<file path="src/rtl/seq_detector_param.sv">
// seq_detector_param: parametrised Mealy serial-pattern detector.
// A runtime-loadable PAT_W-bit pattern is compared against the last
// PAT_W-1 accepted bits plus the bit on the input in the current cycle.
// Overlapping and non-overlapping matching are supported, x_valid
// qualifies the input, and pat_load replaces the pattern and flushes the
// history.
// Optional feature macro: SEQDET_COUNT_EN builds a saturating match
// counter on `count`. Without it, `count` is tied to zero and
// `count_clr` is ignored.
module seq_detector_param #(
    parameter int               PAT_W   = 3,
    parameter logic [PAT_W-1:0] PATTERN = 3'b101,
    parameter int               CNT_W   = 8
) (
    input  logic             clk,
    input  logic             reset,      // asynchronous, active low
    input  logic             x,
    input  logic             x_valid,
    input  logic             pat_load,
    input  logic [PAT_W-1:0] pat_in,
    input  logic             overlap,
    input  logic             count_clr,
    output logic             y,
    output logic [CNT_W-1:0] count
);

    // fill counts accepted history bits, 0..PAT_W-1
    localparam int               FILL_W   = $clog2(PAT_W);
    localparam logic [FILL_W-1:0] FILL_MAX = FILL_W'(PAT_W - 1);

    typedef enum logic [1:0] {
        EMPTY   = 2'd0,
        FILLING = 2'd1,
        ARMED   = 2'd2
    } fill_state_e;

    fill_state_e       state_q, state_d;
    logic [PAT_W-1:0]  pat_q, pat_d;
    logic [PAT_W-2:0]  hist_q, hist_d;
    logic [FILL_W-1:0] fill_q, fill_d;

    // History with the live bit appended; oldest bit lands in the MSB so it
    // lines up with the pattern register directly.
    logic [PAT_W-1:0]  window;
    logic              match;

    assign window = {hist_q, x};

    // Mealy output: only when a full history is present and the input is taken
    assign match = x_valid & ~pat_load & (state_q == ARMED) & (window == pat_q);
    assign y     = match;

    // State register: pattern, history, fill level and its state label
    always_ff @(posedge clk or negedge reset) begin
        if (!reset) begin
            state_q <= EMPTY;
            pat_q   <= PATTERN;
            hist_q  <= '0;
            fill_q  <= '0;
        end else begin
            state_q <= state_d;
            pat_q   <= pat_d;
            hist_q  <= hist_d;
            fill_q  <= fill_d;
        end
    end

    // Next-state logic: pattern load wins over data; a non-overlap match
    // restarts the fill so the next match needs a full PAT_W fresh bits.
    always_comb begin
        pat_d  = pat_q;
        hist_d = hist_q;
        fill_d = fill_q;
        if (pat_load) begin
            pat_d  = pat_in;
            fill_d = '0;
        end else if (x_valid) begin
            // Drop the oldest bit; for PAT_W=2 this is simply hist <= x
            hist_d = window[PAT_W-2:0];
            if (match && !overlap) begin
                fill_d = '0;
            end else if (fill_q != FILL_MAX) begin
                fill_d = fill_q + FILL_W'(1);
            end
        end

        if (fill_d == '0) begin
            state_d = EMPTY;
        end else if (fill_d == FILL_MAX) begin
            state_d = ARMED;
        end else begin
            state_d = FILLING;
        end
    end

`ifdef SEQDET_COUNT_EN
    logic [CNT_W-1:0] cnt_q, cnt_d;

    // Saturating match counter; a clear coinciding with a match keeps that match
    always_comb begin
        cnt_d = cnt_q;
        if (count_clr) begin
            cnt_d = match ? CNT_W'(1) : '0;
        end else if (match && (cnt_q != {CNT_W{1'b1}})) begin
            cnt_d = cnt_q + CNT_W'(1);
        end
    end

    // Counter register
    always_ff @(posedge clk or negedge reset) begin
        if (!reset) begin
            cnt_q <= '0;
        end else begin
            cnt_q <= cnt_d;
        end
    end

    assign count = cnt_q;
`else
    // No counter in this build; the clear input has nothing to act on
    logic unused_count_clr;
    assign unused_count_clr = count_clr;
    assign count            = '0;
`endif

endmodule
</file>
<file path="config.mk">
export PLATFORM = sky130hd
export DESIGN_NAME = seq_detector_param
export DESIGN_NICKNAME = d
export VERILOG_FILES = /design/src/rtl/seq_detector_param.sv
export SDC_FILE = /design/constraint.sdc
export NUM_CORES = 1
export LEC_CHECK = 0
export ABC_CLOCK_PERIOD_IN_PS = 1300
export CORE_AREA = 2 2 40 42
export CTS_CLUSTER_SIZE = 20
export DETAILED_ROUTE_END_ITERATION = 8
export DIE_AREA = 0 0 42 44
export MAX_ROUTING_LAYER = met4
export PLACE_DENSITY = 0.67
export SYNTH_ARGS = -nofsm -noshare
export SYNTH_HDL_FRONTEND = slang
export SYNTH_SLANG_ARGS = --single-unit
</file>
<file path="constraint.sdc">
create_clock -name clk -period 1.3 [get_ports clk]
set_clock_uncertainty 0.15 [all_clocks]
set_input_delay 0.195 -clock clk [delete_from_list [all_inputs] [get_ports clk]]
set_output_delay 0.195 -clock clk [all_outputs]
set_load 0.005 [all_outputs]
</file>
==> impl_metrics.tcl <==
set metrics [dict create \
    final_nets 69 \
    rsz0062_at_grt "true" \
    row_count 14 \
    htree_levels 1 \
    syn_area_per_cell_um2 12.2 \
    drt-initial-drc-count 1 \
    syn_inst 39 \
    drive_above_1_share_pct 50.0 \
    critPathCaptureType "output pin" \
    worstPathArrival_ps 1310 \
    yosys.area.top_type "dfrtp_1" \
    drv_cap 0 \
    fin_crit_ps 1660 \
    grt_pass1_wl_um 1300 \
    cts-root-buf "clkbuf_4" \
    design_area_um2 678 \
    overflow 0 \
    netlist_area_um2 474 \
    drc 0 \
    startpoint_type "register" \
    multi_input_area_um2 284 \
    dieArea_um2 1850 \
    grt_max_degree 9 \
    required_ps 950 \
    hold_ws_ps 64.7 \
    setup_viol 4 \
    hold_viol 0 \
    grt_pass1_vias 306 \
    wl_per_cell_um 12.0 \
    use_met3_pct 5.83 \
    start_util_pct 33.4 \
    synthDistinctLibCells 18 \
    dp_hpwl_um 595 \
    yosysTopAreaCellShare_pct 31.7 \
    violations "negative setup slack" \
    p_leak_nw 0.285 \
    layout_common_cells "conb_1, dfrtp_1, clkdlybuf4s50_1, buf_4, mux2_2" \
    power_density_nw_per_um2 1020 \
    antenna_cells 0 \
    seqCellArea_um2 203 \
    critPathMaxFanout 2 \
    dr.pass1.iters 2 \
    min_period_over_period_pct 127 \
    slew_viol_final 0 \
    clock-sinks 8 \
    synth_seq_cells 8 \
    grtUsageTotal_pct 11.0 \
    coreArea_um2 1420 \
    area_growth_pct 43.0 \
    status "finished, violations left" \
    portBuffers 9 \
    use_met2_pct 16.9 \
    antenna_left 0 \
    die_h_um 44 \
    gp_congestion 0.660 \
    max_freq_ghz 0.604 \
    placed_area_um2 577 \
    place_inst 67 \
    vdd_drop_max_mv 0.523 \
    critPathKind "register to output pin" \
    antenna_found_initial 0 \
    path_clk_slew_ps 50 \
    routed_wl_um 861 \
    num_vias 322 \
    final_util_pct 47.8 \
    ys_seq_area_share_pct 42.7 \
    ioPinCount 19 \
    setup_ws_ps -357 \
    nFillCells 142 \
    final_common_cell "conb_1" \
    yosysWarnings 0 \
    die_w_um 42 \
    cts_tree "done" \
    gr-max-usage-layer "met2" \
    vias_per_cell 4.47 \
    synthTopCellsByArea "dfrtp_1, buf_4, dfstp_2" \
    met1_usage_pct 10.7 \
    cts_buffer_depth 2 \
    cts_buffers 3 \
    clkLatencyLatePin_ps 250 \
    hold_path_class "primary input to async pin" \
    instances_no_fill 72 \
]
-- timing repair --
item                                    4_1_cts  5_1_grt
setup buffers                                 0        2
endpoints found under the setup margin        6        4
gates cloned                                  0        0
gates resized for setup                      11        8
hold buffers                                  0        0
pin swaps                                     5        1
-- worst max-delay path: stages, from the launching register on --
cell       delay (ps)
dfrtp_1           380
nand4bb_4         210
nor4_4            310
buf_2             160
-- layout make-up --
type                            count  area share [%]
Inverter                            2            1.48
Clock buffer                        3            3.32
Multi-Input combinational cell     27            41.9
Tap cell                           16            2.95
Timing Repair Buffer               16            20.5
Sequential cell                     8            29.9
-- Yosys cell counts (all sizes together) --
library cell,number
mux2,5
xor2,3
ha,1
nand2b,1
or3b,1
a21oi,1
conb,1
dfrtp,6
dfstp,2
nor4,1
buf,9
a211oi,2
nor2b,1
inv,2
nand4bb,1
mux2i,2
-- through the flow --
stage	power (mW)	TNS, ps	worst slack [ps]
6_report	0.693	-969	-357
5_1_grt	0.741	-1160	-418
4_1_cts	0.668	-848	-366
3_5_place_dp	0.447	-2800	-759
3_3_place_gp	0.440	-2830	-756
2_1_floorplan	0.403	-121	-61.8
-- report_power, final --
part / internal [mW] / switching, mW
sequential: 0.284 / 0.0252
combinational: 0.111 / 0.0807
clock: 0.106 / 0.0862
total: 0.500 / 0.192
-- per-layer routing --
layer,up-vias,wire length [µm]
met4,0,13
met2,16,435
met3,2,60
met1,155,352
met5,-,0
li1,149,-
-- registers in the layout (all words and copies together) (netlist names) --
register,count
hist_q,2
fill_q,2
state_q,1
pat_q,3
-- final timing paths --
path                            cells after the start         end       from  slack [ps]
worst max register to register                      7  state_q[1]  fill_q[0]        -310
max in group asynchronous                           1    pat_q[0]      reset         630
worst min register to register                      1   hist_q[0]  hist_q[0]         390
worst min-delay path                                1   hist_q[1]      reset          60
worst max-delay path                                3           y  fill_q[0]        -360
min in group clk                                    3   fill_q[1]   pat_load         250
-- cell families after synthesis --
kind of cell               share of synthesized area, %
AOI/OAI and AO/OA                                  4.22
DFF                                                42.7
and+or+nand+nor                                    11.3
adders and majority gates                          2.64
other                                             0.791
buffers and inverters                              16.6
muxes                                              16.1
xor gates and xnor gates                           5.54
(Power assumes the default switching activity.)
